==> src/rtl/motor_ctrl_pkg.sv <==
// Shared encodings for the motor ramp controller: tracker modes, FSM state codes,
// wheel target table and the duty slew helper.
package motor_ctrl_pkg;

  localparam logic [2:0] MODE_LEFT        = 3'b000;
  localparam logic [2:0] MODE_RIGHT       = 3'b001;
  localparam logic [2:0] MODE_STRAIGHT    = 3'b010;
  localparam logic [2:0] MODE_STOP        = 3'b011;
  localparam logic [2:0] MODE_SHARP_LEFT  = 3'b100;
  localparam logic [2:0] MODE_SHARP_RIGHT = 3'b101;

  typedef enum logic [2:0] {
    ST_IDLE  = 3'd0,
    ST_KICK  = 3'd1,
    ST_RAMP  = 3'd2,
    ST_HOLD  = 3'd3,
    ST_BRAKE = 3'd4
  } state_t;

  localparam logic [9:0] DUTY_FULL  = 10'd1023;
  localparam logic [9:0] DUTY_TURN  = 10'd768;
  localparam logic [9:0] DUTY_SHARP = 10'd512;
  localparam logic [9:0] DUTY_OFF   = 10'd0;

  // Returns {left_target, right_target}; unused codes fall back to stop.
  function automatic logic [19:0] mode_targets(input logic [2:0] m);
    case (m)
      MODE_LEFT:        return {DUTY_TURN,  DUTY_FULL};
      MODE_RIGHT:       return {DUTY_FULL,  DUTY_TURN};
      MODE_STRAIGHT:    return {DUTY_FULL,  DUTY_FULL};
      MODE_SHARP_LEFT:  return {DUTY_SHARP, DUTY_FULL};
      MODE_SHARP_RIGHT: return {DUTY_FULL,  DUTY_SHARP};
      default:          return {DUTY_OFF,   DUTY_OFF};
    endcase
  endfunction

  // One slew step toward tgt; comparisons are done in 11 bits so cur+step never wraps.
  function automatic logic [9:0] slew(input logic [9:0] cur, input logic [9:0] tgt,
                                      input logic [9:0] step);
    logic [10:0] c;
    logic [10:0] t;
    c = {1'b0, cur};
    t = {1'b0, tgt};
    if (t > c + {1'b0, step}) return cur + step;
    if (c > t + {1'b0, step}) return cur - step;
    return tgt;
  endfunction

endpackage

==> src/rtl/ramp_tick_gen.sv <==
// Free-running divider: counts 0..TICK_DIV-1 and flags the last count as the ramp tick.
module ramp_tick_gen #(
  parameter int TICK_DIV = 100000
) (
  input  logic clk,
  input  logic rst,
  output logic tick
);

  localparam int CW = (TICK_DIV > 1) ? $clog2(TICK_DIV) : 1;
  localparam logic [CW-1:0] LAST = CW'(TICK_DIV - 1);

  logic [CW-1:0] cnt_reg;

  always_ff @(posedge clk or posedge rst) begin
    if (rst) begin
      cnt_reg <= '0;
    end else if (cnt_reg == LAST) begin
      cnt_reg <= '0;
    end else begin
      cnt_reg <= cnt_reg + CW'(1);
    end
  end

  assign tick = (cnt_reg == LAST);

endmodule

==> src/rtl/motor_ramp_ctrl.sv <==
// Two-wheel duty ramp controller: mode latch, target table, IDLE/KICK/RAMP/HOLD/BRAKE FSM.
// Define MOTOR_KICKSTART_EN to build the full-duty kick phase; otherwise IDLE starts at MIN_RUN_DUTY.
module motor_ramp_ctrl
  import motor_ctrl_pkg::*;
#(
  parameter int TICK_DIV     = 100000,
  parameter int STEP         = 16,
  parameter int KICK_TICKS   = 20,
  parameter int MIN_RUN_DUTY = 512
) (
  input  logic       clk,
  input  logic       rst,
  input  logic       enable,
  input  logic [2:0] mode,
  input  logic       mode_valid,
  output logic [9:0] left_duty,
  output logic [9:0] right_duty,
  output logic       settled,
  output logic [2:0] state_o
);

  localparam logic [9:0] MIN_DUTY = MIN_RUN_DUTY[9:0];
  localparam logic [9:0] STEP_D   = STEP[9:0];

  logic tick;

  ramp_tick_gen #(.TICK_DIV(TICK_DIV)) u_tick (
    .clk  (clk),
    .rst  (rst),
    .tick (tick)
  );

  logic [2:0] mode_reg;

  always_ff @(posedge clk or posedge rst) begin
    if (rst) begin
      mode_reg <= MODE_STOP;
    end else if (mode_valid) begin
      mode_reg <= mode;
    end
  end

  state_t     state_reg, state_next;
  logic [9:0] left_duty_reg, left_duty_next;
  logic [9:0] right_duty_reg, right_duty_next;
  logic       settled_reg, settled_next;

  logic [19:0] tgt_pair;
  logic [9:0]  tgt_raw [2];
  logic [9:0]  tgt     [2];
  logic [9:0]  duty_cur[2];
  logic [9:0]  duty_slw[2];

  assign tgt_pair    = mode_targets(mode_reg);
  assign tgt_raw[0]  = tgt_pair[19:10];
  assign tgt_raw[1]  = tgt_pair[9:0];
  assign duty_cur[0] = left_duty_reg;
  assign duty_cur[1] = right_duty_reg;

  // Per wheel: lift nonzero targets to the minimum running duty, then compute the next slew value.
  genvar gi;
  generate
    for (gi = 0; gi < 2; gi++) begin : g_wheel
      assign tgt[gi] = (tgt_raw[gi] != DUTY_OFF && tgt_raw[gi] < MIN_DUTY) ? MIN_DUTY : tgt_raw[gi];
      assign duty_slw[gi] = slew(duty_cur[gi], tgt[gi], STEP_D);
    end
  endgenerate

  logic both_zero, at_target, stop_req;
  assign both_zero = (tgt[0] == DUTY_OFF) && (tgt[1] == DUTY_OFF);
  assign at_target = (left_duty_reg == tgt[0]) && (right_duty_reg == tgt[1]);
  assign stop_req  = !enable || both_zero;

`ifdef MOTOR_KICKSTART_EN
  localparam int KW = (KICK_TICKS > 1) ? $clog2(KICK_TICKS + 1) : 1;
  localparam logic [KW-1:0] KICK_LAST = KW'(KICK_TICKS - 1);
  logic [KW-1:0] kick_cnt_reg, kick_cnt_next;
`endif

  always_comb begin
    state_next      = state_reg;
    left_duty_next  = left_duty_reg;
    right_duty_next = right_duty_reg;
    settled_next    = 1'b0;
`ifdef MOTOR_KICKSTART_EN
    kick_cnt_next   = kick_cnt_reg;
`endif
    case (state_reg)
      ST_IDLE: begin
        left_duty_next  = DUTY_OFF;
        right_duty_next = DUTY_OFF;
        if (enable && !both_zero) begin
`ifdef MOTOR_KICKSTART_EN
          state_next      = ST_KICK;
          left_duty_next  = DUTY_FULL;
          right_duty_next = DUTY_FULL;
          kick_cnt_next   = '0;
`else
          state_next      = ST_RAMP;
          left_duty_next  = MIN_DUTY;
          right_duty_next = MIN_DUTY;
`endif
        end
      end
`ifdef MOTOR_KICKSTART_EN
      ST_KICK: begin
        if (stop_req) begin
          state_next      = ST_BRAKE;
          left_duty_next  = DUTY_OFF;
          right_duty_next = DUTY_OFF;
        end else begin
          left_duty_next  = DUTY_FULL;
          right_duty_next = DUTY_FULL;
          if (tick) begin
            if (kick_cnt_reg == KICK_LAST) state_next = ST_RAMP;
            else kick_cnt_next = kick_cnt_reg + KW'(1);
          end
        end
      end
`endif
      ST_RAMP: begin
        if (stop_req) begin
          state_next      = ST_BRAKE;
          left_duty_next  = DUTY_OFF;
          right_duty_next = DUTY_OFF;
        end else if (at_target) begin
          state_next   = ST_HOLD;
          settled_next = 1'b1;
        end else if (tick) begin
          left_duty_next  = duty_slw[0];
          right_duty_next = duty_slw[1];
        end
      end
      ST_HOLD: begin
        if (stop_req) begin
          state_next      = ST_BRAKE;
          left_duty_next  = DUTY_OFF;
          right_duty_next = DUTY_OFF;
        end else if (at_target) begin
          settled_next = 1'b1;
        end else begin
          state_next = ST_RAMP;
        end
      end
      ST_BRAKE: begin
        state_next      = ST_IDLE;
        left_duty_next  = DUTY_OFF;
        right_duty_next = DUTY_OFF;
      end
      default: begin
        state_next      = ST_IDLE;
        left_duty_next  = DUTY_OFF;
        right_duty_next = DUTY_OFF;
      end
    endcase
  end

  always_ff @(posedge clk or posedge rst) begin
    if (rst) begin
      state_reg      <= ST_IDLE;
      left_duty_reg  <= DUTY_OFF;
      right_duty_reg <= DUTY_OFF;
      settled_reg    <= 1'b0;
    end else begin
      state_reg      <= state_next;
      left_duty_reg  <= left_duty_next;
      right_duty_reg <= right_duty_next;
      settled_reg    <= settled_next;
    end
  end

`ifdef MOTOR_KICKSTART_EN
  always_ff @(posedge clk or posedge rst) begin
    if (rst) kick_cnt_reg <= '0;
    else     kick_cnt_reg <= kick_cnt_next;
  end
`endif

  assign left_duty  = left_duty_reg;
  assign right_duty = right_duty_reg;
  assign settled    = settled_reg;
  assign state_o    = state_reg;

endmodule

==> config.mk <==
export PLATFORM = sky130hd
export DESIGN_NAME = motor_ramp_ctrl
export DESIGN_NICKNAME = d
export VERILOG_FILES = /design/src/rtl/motor_ctrl_pkg.sv /design/src/rtl/ramp_tick_gen.sv /design/src/rtl/motor_ramp_ctrl.sv
export SDC_FILE = /design/constraint.sdc
export NUM_CORES = 1
export LEC_CHECK = 0
export CAP_MARGIN = 0
export CORE_UTILIZATION = 35
export CTS_CLUSTER_SIZE = 20
export DETAILED_ROUTE_END_ITERATION = 8
export PLACE_DENSITY = 0.62
export SLEW_MARGIN = 20
export SYNTH_ARGS = -nofsm -noshare
export SYNTH_HDL_FRONTEND = slang
export SYNTH_SLANG_ARGS = --single-unit
export TNS_END_PERCENT = 20
==> constraint.sdc <==
create_clock -name clk -period 3.05 [get_ports clk]
set_input_delay 0.61 -clock clk [delete_from_list [all_inputs] [get_ports clk]]
set_output_delay 0.61 -clock clk [all_outputs]
set_load 0.01 [all_outputs]
==> impl_metrics.py, run 1 <==
metrics = {
    "worst_setup_path": {
        "critPathLaunchType": "register",
        "reg2reg_from": "mode_reg[2]",
        "cp.arrival_ns": 3.05,
        "r2r_end": "right_duty[6]",
        "cp_max_fo": 10,
        "crit_top_cell": "buf_4",
        "critical_path.slowest_cell": "a2111o_1",
        "end_kind": "register",
        "crit_type": "register to register",
        "slowest_delay_ns": 0.40,
        "path_buf_inv": 2,
        "ff2ff_setup_slack_ns": 0.17,
        "path_cells": "buf_4 > a21oi_4 > ha_1 > nor2_1 > nand4_1 > a2111o_1 > o311ai_2 > buf_4 > nor3_1 > o21ai_0 > nand3_1",
        "cp_top_family": "compound AO/OA/AOI/OAI gates",
        "rr_worst_depth": 11,
        "cp_data_required_time_ns": 3.22,
    },
    "pwr": {
        "max-vdd-ir-drop_mv": 0.267,
        "power_density_nw_per_um2": 382,
        "power_mw": 1.40,
        "power.leakage_nw": 1.57,
    },
    "synth": {
        "ys_seq_elements": 38,
        "synth_seq_area_share_pct": 31.6,
        "syn_avg_cell_area_um2": 8.77,
        "synthCells": 344,
        "synth_fp_nets": 377,
        "synthArstFlopShare_pct": 100,
        "ys.flop_type": "dfrtp_1",
        "yosysWarnings": 0,
        "synth_top_area_share_pct": 29.9,
        "synthTopCellsByArea": "dfrtp_1 30%, ha_1 11%, xnor2_1 4.1%, xor2_1 3.8%, nand2_1 3.7%",
        "synth.distinct_cells": 58,
        "synth_edf_count": 0,
        "yosys.area.top_type": "dfrtp_1",
        "netlist_area_um2": 3020,
    },
    "finish": {
        "fillers": 832,
        "diodes": 0,
        "largest_reg_flops": 17,
        "area_delta_synth_final_pct": 21.2,
        "final_cell_mix": "36 x dfrtp_1, 30 x nand2_1, 30 x clkdlybuf4s50_1, 28 x buf_4, 26 x ha_1",
        "nets": 418,
        "drive_above_1_share_pct": 14.8,
        "design_area_um2": 3660,
        "layout.cells.most_common": "dfrtp_1",
    },
    "clock_tree": {
        "path_clk_slew_ns": 0.07,
        "cts.hold.buffers_added": 0,
        "cts_root_buf": "clkbuf_8",
        "cts.sinks": 38,
        "h-tree-depth": 2,
        "clk_latency_ns": 0.29,
        "cts_tree": "done",
        "cts_buffers": 5,
        "clock_path_buffers": 2,
    },
    "place": {
        "dp_hpwl_um": 5490,
        "io_buffers": 30,
        "place_congestion": 0.858,
        "dpl_cell_area_um2": 3510,
    },
    "floorplanning": {
        "die_w_um": 94.8,
        "ios": 31,
        "die_y_um": 94.8,
        "fp.coreArea_um2": 8300,
        "initial_core_util_pct": 36.3,
        "rows": 33,
        "die_area_um2": 8990,
    },
    "grt": {
        "grt_pass1_wl_um": 12000,
        "overflow": 0,
        "grt_max_degree": 39,
        "grt_usage_pct": 17.0,
        "first_global_vias": 2443,
        "antenna_found_initial": 0,
    },
    "flow_run": {
        "cap_violations": 0,
    },
    "routing": {
        "wl_um": 7250,
        "vias": 2616,
        "ant_nets": 0,
        "drtIter0Drc": 177,
        "routedWlPerCell_um": 14.8,
        "drc": 0,
        "routed_via_density": 5.34,
        "first_pass_iters": 4,
    },
    "sta": {
        "tns_ns": 0,
        "worst_pin_slew_ns": 0.578,
        "finalSetupViolCount": 0,
        "post-route-period-util_pct": 94.5,
        "fmax_mhz": 347,
        "finalHoldViolCount": 0,
        "period_needed_ns": 2.88,
        "slew_viol_final": 0,
        "grt_setup_unrepaired": "yes",
        "slew_headroom_pct": 61.3,
        "final.setup_skew_ns": 0.00723,
    },
    "outcome": {
        "status": "completed",
    },
    "min_path": {
        "hold_path_class": "register to register",
        "whs_endpoint": "u_tick.cnt_reg[0]",
        "whs_path_depth": 1,
        "hp-start": "u_tick.cnt_reg[0]",
    },
}
==> cell families after synthesis <==
family	count (synthesis)	synth area share, %
AOI/OAI and AO/OA	72	16.8
xor gates and xnor gates	27	7.84
adders and majority gates	26	10.8
buffers and inverters	41	6.93
DFF	38	31.6
muxes	10	3.65
and+or+nand+nor	130	22.4
==> synth_stat cells, types with 3 or more instances <==
cell type / n
inv_1: 15
a31oi_1: 3
o21ai_0: 19
nor2_1: 24
nand4_1: 7
buf_2: 5
and3_1: 4
nand2b_1: 3
nand3_1: 21
a211oi_1: 4
a21oi_1: 14
o211ai_1: 4
xnor2_1: 14
nor3_1: 7
ha_1: 26
nor2b_1: 6
dfrtp_1: 36
buf_4: 9
o21ai_1: 5
mux2_2: 4
nor4_1: 4
nand2_1: 30
or3_1: 9
xor2_1: 13
clkbuf_1: 8
and2_1: 4
mux2i_1: 5
==> layout make-up <==
cell class / count / area (um2) / share of cell area (%)
multi-input cells: 265 / 1880 / 51.5
flip-flops and latches: 38 / 953 / 26.1
repair buffers: 58 / 510 / 14.0
well taps: 105 / 131 / 3.59
clock buffers: 6 / 82.6 / 2.26
inverters: 17 / 63.8 / 1.75
clock inverters: 1 / 30.0 / 0.821
==> per-layer routing <==
| metal | part of all wire [%] | wire length (um) | track usage [%] | vias up |
|---|---|---|---|---|
| met5 | 0 | 0 | 0 | - |
| met4 | 1.5 | 112 | 3.79 | 0 |
| met3 | 4.4 | 318 | 2.66 | 13 |
| met2 | 46 | 3320 | 27.4 | 67 |
| met1 | 48 | 3490 | 24.0 | 1237 |
| li1 | - | - | - | 1299 |
==> repair_timing <==
item / CTS / global route
resized for setup: 0 / 6
setup buffers: 0 / 1
endpoints found under the setup margin: 0 / 6
==> where the power goes <==
part	internal [mW]	switching, mW
registers	0.518	0.0206
clock network	0.262	0.169
logic	0.188	0.239
total	0.968	0.429
==> through the flow <==
step           cells  hold WS, ns  utilization [%]  setup slack (ns)
2_1_floorplan    344        0.451                -             0.230
3_3_place_gp     482        0.478             42.2            0.0929
3_5_place_dp     482        0.481             42.2            0.0526
4_1_cts          489        0.490             43.6            0.0455
5_1_grt          490        0.504             44.1           -0.0557
6_report         490        0.486             44.1             0.167
==> how the worst max path moves through the flow <==
stage | slack, ns | cells after the start | start | end
final | 0.17 | 11 | mode_reg[2] | right_duty[6]
after global routing | -0.06 | 13 | mode_reg[1] | right_duty[8]
after floorplan | 0.23 | 13 | mode_reg[0] | left_duty[5]
after global placement | 0.09 | 12 | mode_reg[0] | right_duty[6]
after detailed placement | 0.05 | 12 | mode_reg[0] | right_duty[6]
after CTS | 0.05 | 12 | mode_reg[0] | right_duty[6]
==> worst register-to-register path: cells and delay by family, from the launching register on <==
kind                       cells  cell delay [ns]
and+or+nand+nor                4             0.40
AOI/OAI and AO/OA              4             1.20
adders and majority gates      1             0.36
buffers and inverters          2             0.42
DFF                            1             0.38
No activity file was read; power rests on OpenSTA's default activity.
==> run 2: changes to the inputs <==
--- a/config.mk
+++ b/config.mk
@@ -6,6 +6,7 @@
 export NUM_CORES = 1
 export LEC_CHECK = 0
 export CAP_MARGIN = 0
+export CORE_ASPECT_RATIO = 1.75
 export CORE_UTILIZATION = 35
 export CTS_CLUSTER_SIZE = 20
 export DETAILED_ROUTE_END_ITERATION = 8
==> run 2 against run 1 <==
Routed wire length grew 5.0%. Sequential share of layout area shrank 0.78 points. Combinational power shrank 3%. Clock-buffer cell count shrank 1. Global-route usage grew 0.68 points. Final area grew 3.2%. Clock skew shrank 0.0045 ns. Flip-flop and latch count is the same. Power grew 18%. Highest routed layer unchanged. Clock power grew 58%. Via count grew 2.3%.
==> impl_metrics.py, run 2 (synthesized netlist as in run 1, its figures left out) <==
metrics = {
    "pwr": {
        "max-vdd-ir-drop_mv": 0.358,
        "power_mw": 1.65,
        "internal_power_mw": 1.18,
        "pwr-share-seq_pct": 33.5,
        "clkPwrFrac_pct": 41.4,
        "power.leakage_nw": 1.61,
        "switchingPower_uw": 473,
        "switching_share_pct": 28.7,
        "power_density_nw_per_um2": 437,
        "power.share.combinational_pct": 25.1,
    },
    "sta": {
        "finalHoldViolCount": 0,
        "slew_viol_final": 0,
        "period_needed_ns": 2.87,
        "final.setup_skew_ns": 0.00270,
        "slew_headroom_pct": 61.1,
        "finalSetupViolCount": 0,
        "tns_ns": 0,
        "fmax_mhz": 349,
        "worst_pin_slew_ns": 0.580,
        "post-route-period-util_pct": 94.0,
        "setup_slack_ns": 0.183,
    },
    "routing": {
        "met1_length_um": 2870,
        "routed-wl-met2_um": 4210,
        "wl_met3_um": 225,
        "vias": 2676,
        "top_layer": "met4",
        "drtIter0Drc": 97,
        "routed_via_density": 5.33,
        "wl_um": 7610,
        "routedWlPerCell_um": 15.2,
        "ant_nets": 0,
        "first_pass_iters": 4,
        "drc": 0,
    },
    "floorplanning": {
        "die_area_um2": 9010,
        "rows": 44,
        "initial_core_util_pct": 36.3,
        "die_y_um": 125,
        "fp.coreArea_um2": 8310,
        "die_w_um": 72.2,
        "ios": 31,
    },
    "grt": {
        "first_global_vias": 2707,
        "grt_max_degree": 39,
        "grt_pass1_wl_um": 12600,
        "antenna_found_initial": 0,
        "grt_usage_pct": 17.7,
        "overflow": 0,
    },
    "place": {
        "dp_cells": 489,
        "place_congestion": 0.813,
        "dp_hpwl_um": 5810,
        "pre_cts_ws_ns": 0.0749,
        "io_buffers": 30,
    },
    "finish": {
        "final_cell_mix": "35 x dfrtp_1, 30 x nand2_1, 30 x clkdlybuf4s50_1, 27 x buf_4, 25 x ha_1",
        "nets": 419,
        "diodes": 0,
        "drive_above_1_share_pct": 15.2,
        "stdcell_count": 502,
        "layout.cells.most_common": "dfrtp_1",
        "utilization_pct": 45.4,
        "largest_reg_flops": 17,
        "area_delta_synth_final_pct": 25.1,
    },
    "worst_setup_path": {
        "path_cells": "buf_4 > a21oi_4 > ha_1 > nor2_1 > nand4_1 > a2111o_1 > o311ai_2 > buf_4 > and3b_1 > o21ai_0 > o21ai_0",
        "crit_type": "register to register",
        "critPathLaunchType": "register",
        "slowest_delay_ns": 0.47,
        "cp_top_family": "compound AO/OA/AOI/OAI gates",
        "r2r_end": "left_duty[8]",
        "cp_data_required_time_ns": 3.21,
        "end_kind": "register",
        "rr_worst_depth": 11,
        "cp_max_fo": 10,
        "critical_path.slowest_cell": "a2111o_1",
        "path_buf_inv": 2,
        "reg2reg_from": "mode_reg[0]",
        "ff2ff_setup_slack_ns": 0.18,
        "cp.arrival_ns": 3.03,
    },
    "min_path": {
        "hold_path_class": "register to register",
        "whs_path_depth": 1,
        "hp-start": "u_tick.cnt_reg[8]",
        "whs_endpoint": "u_tick.cnt_reg[8]",
    },
    "clock_tree": {
        "clk_latency_ns": 0.28,
        "h-tree-depth": 2,
        "cts.sinks": 38,
        "cts_root_buf": "clkbuf_16",
        "cts_buffers": 5,
        "path_clk_slew_ns": 0.06,
        "clock_path_buffers": 2,
        "cts_tree": "done",
    },
    "outcome": {
        "status": "completed",
    },
    "flow_run": {
        "cap_violations": 0,
    },
}
## run 2: layout make-up
type / instances / area (um2)
fillers: 817 / 4540
clock inverters: 3 / 68.8
repair buffers: 59 / 528
inverters: 17 / 63.8
multi-input cells: 265 / 1890
clock buffers: 5 / 125
flip-flops and latches: 38 / 955
well taps: 115 / 144
## run 2: how the worst max path moves through the flow
stage                    endpoint  slack (ns)  cells past startpoint        start
global route         left_duty[8]       -0.01                     12  mode_reg[0]
detailed placement   left_duty[8]        0.07                     12  mode_reg[0]
finish               left_duty[8]        0.18                     11  mode_reg[0]
global placement     left_duty[8]        0.15                     12  mode_reg[0]
CTS                 right_duty[8]        0.05                     13  mode_reg[0]
floorplan            left_duty[5]        0.23                     13  mode_reg[0]
## run 2: power by group through the flow
stage                     logic [mW]  registers, mW  clock network, mW
after global routing           0.459          0.555              0.709
after floorplan                0.293          0.541                  0
after CTS                      0.401          0.551              0.691
after global placement         0.394          0.559                  0
after detailed placement       0.398          0.560                  0
final                          0.413          0.552              0.683
## run 2: routing by layer
metal,GRT usage (%),vias up
li1,-,1304
met1,17.9,1295
met2,33.5,58
met3,2.75,19
met4,8.77,0
met5,0,-
## run 2: per-stage QoR
| stage | hold WS [ns] | cell area [um2] |
|---|---|---|
| final | 0.493 | 3770 |
| after global routing | 0.505 | 3770 |
| after CTS | 0.491 | 3690 |
| after detailed placement | 0.482 | 3500 |
| after global placement | 0.471 | 3500 |
| after floorplan | 0.451 | 3020 |
## run 2: timing repair
action                                  in CTS  in global routing
endpoints found under the setup margin       0                  7
resized for setup                            0                  7
buffers inserted                             0                  5
hold buffers                                 0                  0
==> run 3: changes to the inputs <==
--- a/config.mk
+++ b/config.mk
@@ -10,7 +10,9 @@
 export CORE_UTILIZATION = 35
 export CTS_CLUSTER_SIZE = 20
 export DETAILED_ROUTE_END_ITERATION = 8
+export GPL_TIMING_DRIVEN = 0
 export PLACE_DENSITY = 0.62
+export SETUP_SLACK_MARGIN = 0.4
 export SLEW_MARGIN = 20
 export SYNTH_ARGS = -nofsm -noshare
 export SYNTH_HDL_FRONTEND = slang
==> run 3 against run 2 <==
Non-clock buffer count grew 23. Flip-flop and latch count stayed put. Register-to-register slack improved by 0.09 ns. Clock skew is 0.0023 ns higher. Cell count grew 4.6%. Setup slack better by 0.089 ns. Utilization up 4.1 points. Critical path type unchanged.
==> impl_metrics.py, run 3 (synthesized netlist as in run 1, its figures left out) <==
metrics = {
    "outcome": {
        "status": "completed",
    },
    "place": {
        "io_buffers": 30,
        "dp_hpwl_um": 5720,
        "pre_cts_ws_ns": -0.102,
        "place_congestion": 0.872,
    },
    "pwr": {
        "switchingPower_uw": 522,
        "internal_power_mw": 1.18,
        "clkPwrFrac_pct": 36.9,
        "power_density_nw_per_um2": 412,
        "pwr-share-seq_pct": 31.3,
        "power.share.combinational_pct": 31.8,
        "max-vdd-ir-drop_mv": 0.266,
        "power.leakage_nw": 1.74,
        "power_mw": 1.70,
        "switching_share_pct": 30.7,
    },
    "worst_setup_path": {
        "critPathLaunchType": "register",
        "crit_type": "register to register",
        "cp_max_fo": 8,
        "end_kind": "register",
        "cp.arrival_ns": 3.00,
        "cp_data_required_time_ns": 3.27,
    },
    "grt": {
        "grt_usage_pct": 18.7,
        "grt_max_degree": 31,
        "overflow": 0,
        "grt_pass1_wl_um": 13300,
        "antenna_found_initial": 0,
        "first_global_vias": 2837,
    },
    "routing": {
        "first_pass_iters": 4,
        "drtIter0Drc": 113,
        "ant_nets": 0,
        "drc": 0,
        "wl_um": 8110,
        "routed_via_density": 5.34,
        "routedWlPerCell_um": 15.4,
        "vias": 2805,
    },
    "clock_tree": {
        "cts.sinks": 38,
        "clk_latency_ns": 0.29,
        "cts_tree": "done",
        "cts_root_buf": "clkbuf_16",
        "cts.hold.buffers_added": 0,
        "cts_buffers": 5,
        "h-tree-depth": 2,
        "clock_path_buffers": 2,
        "path_clk_slew_ns": 0.06,
    },
    "sta": {
        "setup_slack_ns": 0.272,
        "whs_ns": 0.485,
        "period_needed_ns": 2.78,
        "finalSetupViolCount": 0,
        "worst_pin_slew_ns": 0.730,
        "slew_headroom_pct": 51.1,
        "tns_ns": 0,
        "post-route-period-util_pct": 91.1,
        "slew_viol_final": 0,
        "finalHoldViolCount": 0,
        "fmax_mhz": 360,
        "grt_setup_unrepaired": "yes",
        "final.setup_skew_ns": 0.00497,
    },
    "floorplanning": {
        "fp.coreArea_um2": 8310,
        "ios": 31,
        "die_w_um": 72.2,
        "die_area_um2": 9010,
        "rows": 44,
        "die_y_um": 125,
        "initial_core_util_pct": 36.3,
    },
    "min_path": {
        "hold_path_class": "register to register",
    },
    "finish": {
        "largest_reg_flops": 17,
        "area_delta_synth_final_pct": 36.5,
        "diodes": 0,
        "fillers": 775,
        "final_cell_mix": "33 x dfrtp_1, 30 x nand2_1, 30 x buf_4, 30 x clkdlybuf4s50_1, 23 x ha_1",
        "nets": 442,
        "layout.cells.most_common": "dfrtp_1",
        "drive_above_1_share_pct": 24.4,
        "utilization_pct": 49.5,
    },
    "flow_run": {
        "cap_violations": 0,
    },
}
## run 3: changes by cell type in the layout (fill, tap and decap cells not counted), moves of 3 or more
cell      change
a21oi_1       -3
clkbuf_1      +3
clkbuf_8      +3
buf_2         +3
buf_6        +10
o21ai_1       +3
nand3_2       +3
nand3_1       -3
o21ai_0       -6
o21ai_2       +3
buf_4         +3
## run 3: stage by stage
stage,area (um2),std cells
after global routing,4120,525
after detailed placement,3510,490
after CTS,4050,522
final,4120,525
after global placement,3490,489
after floorplan,3050,344
## run 3: timing repair
action	in CTS	in global routing
buffers inserted	22	3
endpoints found under the hold margin	0	0
resized for setup	42	13
setup endpoints to repair	14	14
cloned	2	0
pin swaps	12	7
## run 3: per-layer routing
metal  GRT usage, %  part of all wire, %  up-vias
li1               -                    -     1356
met1           20.1                   38     1375
met2           34.7                   55       52
met3           2.75                  3.0       22
met4           8.54                  3.5        0
met5              0                    0        -
## run 3: layout make-up
type,count,area [um2],share of cell area [%]
multi-input cells,265,2030,49.3
flip-flops and latches,38,957,23.3
repair buffers,58,543,13.2
plain buffers,24,205,4.98
well taps,115,144,3.50
clock buffers,7,143,3.47
inverters,17,66.3,1.61
clock inverters,1,30.0,0.729
## run 3: power by group through the flow
stage | combinational (mW) | clock [mW] | sequential [mW]
after floorplan | 0.302 | 0 | 0.542
after global placement | 0.409 | 0 | 0.541
after detailed placement | 0.419 | 0 | 0.540
after CTS | 0.525 | 0.632 | 0.531
after global routing | 0.589 | 0.649 | 0.533
final | 0.540 | 0.626 | 0.532
## run 3: final timing paths
check | start | end | slack [ns] | cells past startpoint
worst max-delay path | right_duty[5] | right_duty[6] | 0.27 | 11
worst min-delay path | u_tick.cnt_reg[8] | u_tick.cnt_reg[8] | 0.49 | 1
worst max register to register | right_duty[5] | right_duty[6] | 0.27 | 11
worst min register to register | u_tick.cnt_reg[8] | u_tick.cnt_reg[8] | 0.49 | 1
max in group asynchronous | rst | left_duty[4] | 2.05 | 3
min in group asynchronous | rst | right_duty[5] | 0.56 | 2
## run 3: critical path, cell delays in order (launching register included)
cell,delay [ns]
dfrtp_2,0.45
ha_4,0.18
nand3_2,0.18
xor2_1,0.20
ha_1,0.32
nand3_1,0.11
and2_1,0.19
a211oi_4,0.36
clkbuf_8,0.22
a22oi_1,0.08
or3_1,0.31
nand3_1,0.10
